[config.mk]
export PLATFORM = sky130hd
export DESIGN_NAME = scoreboard_regfile
export DESIGN_NICKNAME = d
export VERILOG_FILES = /design/src/rtl/scoreboard_regfile_pkg.sv /design/src/rtl/scoreboard_regfile_wr_arbiter.sv /design/src/rtl/scoreboard_regfile.sv
export SDC_FILE = /design/constraint.sdc
export NUM_CORES = 2
export LEC_CHECK = 0
export BUFFER_PORTS_ARGS = -buffer_cell sky130_fd_sc_hd__buf_4
export CORE_AREA = 2 2 347 349
export CTS_CLUSTER_DIAMETER = 40
export DETAILED_ROUTE_END_ITERATION = 16
export DIE_AREA = 0 0 349 351
export GPL_ROUTABILITY_DRIVEN = 1
export PLACE_DENSITY = 0.77
export SETUP_SLACK_MARGIN = 0.15
export SYNTH_ARGS = -nofsm -noshare
export SYNTH_HDL_FRONTEND = slang
export SYNTH_SLANG_ARGS = --single-unit
[constraint.sdc]
create_clock -name clk -period 6.1 [get_ports clk]
set_input_delay 0 -clock clk [delete_from_list [all_inputs] [get_ports clk]]
set_output_delay 0 -clock clk [all_outputs]
set_load 0.005 [all_outputs]
[src/rtl/scoreboard_regfile_pkg.sv]
// Shared CPU package: default register-file geometry and the address-width helper.
package scoreboard_regfile_pkg;

    localparam int XLEN_DEF = 32;
    localparam int NREG_DEF = 32;
    localparam int NRD_DEF  = 2;
    localparam int NWR_DEF  = 2;

    // Bits needed to index n items; never less than 1 so single-entry selects stay legal.
    function automatic int addr_width(input int n);
        int w;
        w = 1;
        while ((1 << w) < n) begin
            w = w + 1;
        end
        return w;
    endfunction

endpackage

[src/rtl/scoreboard_regfile_wr_arbiter.sv]
// Write-port priority resolver: for every register, reports whether any enabled
// write port targets it and which port wins (highest index wins). Register 0 is
// never reported as hit, so writes to it are dropped everywhere downstream.
module regfile_wr_arbiter
    import scoreboard_regfile_pkg::*;
#(
    parameter int  NREG = NREG_DEF,
    parameter int  NWR  = NWR_DEF,
    localparam int AW   = addr_width(NREG),
    localparam int PW   = addr_width(NWR)
) (
    input  logic [NWR-1:0]     enable,
    input  logic [NWR*AW-1:0]  addr,
    output logic [NREG-1:0]    hit,
    output logic [NREG*PW-1:0] sel
);

    // Scan ports in ascending order so a later (higher) port overrides an earlier one.
    always_comb begin
        hit = '0;
        sel = '0;
        for (int r = 1; r < NREG; r++) begin
            for (int p = 0; p < NWR; p++) begin
                if (enable[p] && (addr[p*AW +: AW] == AW'(r))) begin
                    hit[r]           = 1'b1;
                    sel[r*PW +: PW]  = PW'(p);
                end
            end
        end
    end

endmodule

[src/rtl/scoreboard_regfile.sv]
// Multi-ported register file with a per-register scoreboard busy bit.
// Reads are combinational with write-through bypass; a register is marked busy
// when an instruction targeting it issues and cleared when a write lands, with a
// same-cycle issue taking precedence over the write (the new producer wins).
module scoreboard_regfile
    import scoreboard_regfile_pkg::*;
#(
    parameter int  XLEN = XLEN_DEF,
    parameter int  NREG = NREG_DEF,
    parameter int  NRD  = NRD_DEF,
    parameter int  NWR  = NWR_DEF,
    localparam int AW   = addr_width(NREG),
    localparam int PW   = addr_width(NWR)
) (
    input  logic                clk,
    input  logic                rst_n,
    input  logic [NRD*AW-1:0]   ReadRegister,
    output logic [NRD*XLEN-1:0] ReadData,
    output logic [NRD-1:0]      ReadBusy,
    input  logic [NWR-1:0]      WriteEnable,
    input  logic [NWR*AW-1:0]   WriteRegister,
    input  logic [NWR*XLEN-1:0] WriteData,
    input  logic                IssueValid,
    input  logic [AW-1:0]       IssueRegister,
    output logic [NREG-1:0]     BusyVec
);

    logic [XLEN-1:0]    regs    [NREG];
    logic [XLEN-1:0]    wr_data [NREG];
    logic [NREG-1:0]    busy;
    logic [NREG-1:0]    wr_hit;
    logic [NREG*PW-1:0] wr_sel;
    logic [NREG-1:0]    issue_mask;
    logic [AW-1:0]      rd_addr [NRD];

    regfile_wr_arbiter #(
        .NREG (NREG),
        .NWR  (NWR)
    ) u_wr_arbiter (
        .enable (WriteEnable),
        .addr   (WriteRegister),
        .hit    (wr_hit),
        .sel    (wr_sel)
    );

    // Winning write data per register, steered by the arbiter's port select.
    always_comb begin
        for (int r = 0; r < NREG; r++) begin
            wr_data[r] = '0;
            wr_data[r] = WriteData[int'(wr_sel[r*PW +: PW])*XLEN +: XLEN];
        end
    end

    // One-hot of the issued destination; register 0 never becomes busy.
    always_comb begin
        issue_mask = '0;
        if (IssueValid && (IssueRegister != '0)) begin
            issue_mask[IssueRegister] = 1'b1;
        end
    end

    // Register storage in flops so reset can clear every entry at once.
    always_ff @(posedge clk or negedge rst_n) begin
        if (!rst_n) begin
            for (int r = 0; r < NREG; r++) begin
                regs[r] <= '0;
            end
        end else begin
            for (int r = 0; r < NREG; r++) begin
                if (wr_hit[r]) begin
                    regs[r] <= wr_data[r];
                end
            end
        end
    end

    // Scoreboard: a write retires the producer, but a same-cycle issue re-arms it.
    always_ff @(posedge clk or negedge rst_n) begin
        if (!rst_n) begin
            busy <= '0;
        end else begin
            busy <= issue_mask | (busy & ~wr_hit);
        end
    end

    // Combinational read ports with write-through bypass and busy forwarding.
    always_comb begin
        ReadData = '0;
        ReadBusy = '0;
        for (int i = 0; i < NRD; i++) begin
            rd_addr[i] = ReadRegister[i*AW +: AW];
            if (rd_addr[i] != '0) begin
                if (wr_hit[rd_addr[i]]) begin
                    ReadData[i*XLEN +: XLEN] = wr_data[rd_addr[i]];
                end else begin
                    ReadData[i*XLEN +: XLEN] = regs[rd_addr[i]];
                end
            end
            ReadBusy[i] = busy[rd_addr[i]] & ~(wr_hit[rd_addr[i]] & ~issue_mask[rd_addr[i]]);
        end
    end

    // Registered busy state only; no same-cycle forwarding here.
    assign BusyVec = busy;

endmodule

==> key figures <==
Place
  – Detailed Place HPWL: 167 mm
  – Routability cong.: 1.05
  – Port bufs: around 190
  – Pre-CTS setup slack: 1.41 ns
  – Placed Cells: 7,953

Floorplanning
  – Core area: about 120,000 sq um
  – Die ar.: 122,000 sq um
  – # rows: between 100 and 150
  – Starting Density: 0.595
  – Chip width: 349 um
  – Die height: 351 um
  – Top-level I/O count: between 150 and 200

Synth
  – Xor/xnor share of the synthesized area: 0.00258
  – Yosys cell types: 91
  – Largest family of logic cells by synthesized area: multiplexers
  – Synth Instances: between 6,000 and 7,000
  – Avg Cell Area, Syn: approximately 10 sq um
  – Register bit total from synthesis: 1,024
  – Post-synth top area cell: dfrtp_1
  – Top cell type's share of synthesized area: 0.362
  – Top cells by instance count after synthesis: mux2i_1 (1,189), dfrtp_1 (1,024), nand2_1 (775)
  – Compound-cell area share of the yosys netlist: 0.124
  – Multiplexer share of the synthesized area: 0.367
  – Synth Area in Adders: 0
  – Simple-Gate Fraction of Synth Area: 0.0953
  – Sequential-to-total area share from yosys stat: 0.362
  – Top_reg_cell synth: dfrtp_1
  – Most area-consuming cells after synthesis: dfrtp_1 (36%), mux4_2 (19%), mux2i_1 (17%)
  – Most frequent cell after synthesis: mux2i_1
  – Number of synthesized flops with an enable pin: 0
  – Syn Std Cell Area: between 70,000 and 80,000 sq um
  – Syn Nets: 7,054
  – Async S/R FF share, synth: 1.00
  – YS warnings: 0

CTS
  – Clk buf depth: 3
  – Clk sinks: 1,024
  – Clock Latency Late Sink: 0.79 ns
  – Reg clk slew, reported paths: 0.05 ns
  – TritonCTS buffer count: 148
  – Clock root buffer: clkbuf_16
  – Post-CTS Setup Repair Bufs: 0
  – CTS tree: done
  – Resize count post-CTS: 0
  – Clock H-tree levels: 4
  – # hold bufs at CTS: ~120

Finish
  – NumNets Final: ~6,800
  – Layout area overhead: 11.2%
  – Post-route non-filler standard cell count: 8,347
  – Share of cells above drive strength 1: 0.194
  – Fill cell count: roughly 8,700

Setup path
  – Number of cells on the worst reg-to-reg path: 3
  – Crit path launch type: input pin
  – WP data required: 6.10 ns
  – Critical Path Fanout Max: 31
  – Capture point of the worst reg-to-reg path: regs[704]$_DFFE_PN0N_
  – Reg2reg start: regs[704]$_DFFE_PN0N_
  – CP Data Arrival Time: 5.16 ns
  – Internal reg-to-reg setup slack: 4.68 ns
  – Critical path class: in -> out
  – Critical Path Sink Type: primary output

STA
  – Max-slew violation count: 0
  – # setup viols final: 0
  – Fmax: between 150 and 200 MHz
  – Unrepaired setup endpoints after global routing: no
  – Setup TNS Final: 0 ns
  – Tcrit/Tclk final: 0.847
  – Final Hold Viols: 0
  – Clk_skew: 0 ns
  – Setup ws final: 0.935 ns
  – Slew @ Worst Pin: between 1 and 1.5 ns
  – Slew Limit Headroom: 0.0188
  – Minimum clock period: 5.16 ns

GRT
  – Total GRT Usage: 0.470
  – Number of global-route vias before repair: 61,300
  – Pin count of the biggest net entering global routing: 163
  – First-pass GRT wire length: ~420 mm
  – Global route overflow: 0
  – Initial antenna violation count: 16

Status
  – Failing checks: max-capacitance violations
  – Status: finished, violations left

Route
  – Per-cell routed wire length: about 35 um
  – Vias per inst: 7.61
  – Final ANT Viol Nets: 0
  – Post-Route WL: 291 mm
  – Via count: roughly 64,000
  – Detailed Route Iter0 Violations: 10,900
  – Remaining DRCs: 0
  – Drt pass-1 iters: 9

Pwr
  – Max IR drop VDD: 0.000237 V
  – Pwr/cell area: 340 nW/um^2
  – Pleak: 35.7 nW

Run
  – Max-cap violations: 1

Worst hold path
  – Hold Crit Class: in -> async
## critical path, stage by stage
cell and delay [ns]:
buf_4 0.33, and2_1 1.01, a22oi_1 0.52, a211oi_1 0.34
nor4_1 0.10, o21ai_1 0.65, nand2b_2 0.62, buf_4 0.42
o311ai_1 0.88, buf_4 0.25
## registers in the layout, summed over array words and instances (netlist names)
name	cells
BusyVec	32
regs	992
## logic make-up after synthesis
kind of cell | Yosys count
compound gates | 1543
flops | 1024
mux | 1844
simple gates | 1638
buf+inv | 891
xor+xnor | 20
## layer usage
layer / vias up / global-route usage / part of all wire / wire length, um
li1: 25100 / - / - / -
met1: 31100 / 0.596 / 0.34 / 99800
met2: 5828 / 0.649 / 0.41 / 118000
met3: 1542 / 0.209 / 0.17 / 48900
met4: 18 / 0.317 / 0.082 / 23900
met5: - / 0.00157 / 0.00039 / 113
## worst max-delay path by stage
stage / startpoint / endpoint / slack (ns) / cells past startpoint
after detailed placement: WriteRegister[6] / ReadData[2] / 1.41 / 10
after floorplan: ReadRegister[0] / ReadData[17] / 3.62 / 8
after global placement: WriteRegister[6] / ReadData[2] / 1.54 / 10
after global routing: WriteRegister[0] / ReadData[26] / 1.11 / 11
final: WriteRegister[6] / ReadData[26] / 0.94 / 10
after CTS: WriteRegister[0] / ReadData[16] / 1.30 / 12
## per-stage QoR
stage / hold WS [ns] / util / power [mW] / instance area, sq um
after global routing: 0.0943 / 0.662 / 27.6 / 78800
after CTS: 0.00308 / 0.662 / 26.4 / 78800
after global placement: 0.167 / 0.607 / 16.7 / 72300
after floorplan: -0.296 / - / 14.5 / 70800
final: 0.0678 / 0.662 / 26.8 / 78800
after detailed placement: 0.181 / 0.607 / 17.1 / 72300
## cell type report
cell class,instances,area (sq um),area share
clock inverters,87,1240,0.0158
well taps,1548,1940,0.0246
flip-flops and latches,1024,25600,0.325
diodes,9,22.5,0.000286
multi-input cells,5045,42100,0.535
inverters,16,70.1,0.000889
repair buffers,438,3740,0.0475
clock buffers,180,4030,0.0511
## power breakdown
| group | internal [mW] | switching [mW] | leakage (nW) |
|---|---|---|---|
| combinational | 3.72 | 3.74 | 20.7 |
| clock | 5.68 | 3.50 | 2.55 |
| sequential | 8.62 | 1.54 | 12.4 |
## cells in the final DEF, fill, tap and decap left out, drive strengths merged, types with 6 or more instances in the layout
| cell type | n |
|---|---|
| nand2 | 778 |
| a32oi | 8 |
| a211oi | 8 |
| o22ai | 57 |
| a31oi | 81 |
| a32o | 22 |
| o21ai | 577 |
| a311oi | 14 |
| mux2 | 58 |
| o221ai | 34 |
| xor2 | 11 |
| bufinv | 22 |
| clkinvlp | 14 |
| dlygate4sd3 | 117 |
| inv | 23 |
| clkinv | 44 |
| o311ai | 21 |
| and4b | 6 |
| a22o | 12 |
| nand2b | 13 |
| diode | 9 |
| a2111oi | 10 |
| nand4b | 6 |
| buf | 321 |
| clkbuf | 180 |
| nand3 | 57 |
| mux4 | 597 |
| a21oi | 594 |
| a221oi | 29 |
| nor2 | 674 |
| and3 | 8 |
| xnor2 | 9 |
| o31ai | 7 |
| dfrtp | 1024 |
| o211ai | 14 |
| and2 | 8 |
| nor2b | 12 |
| a22oi | 23 |
| nor3 | 30 |
| mux2i | 1189 |
Note: power is estimated with default switching activity, not from simulation.
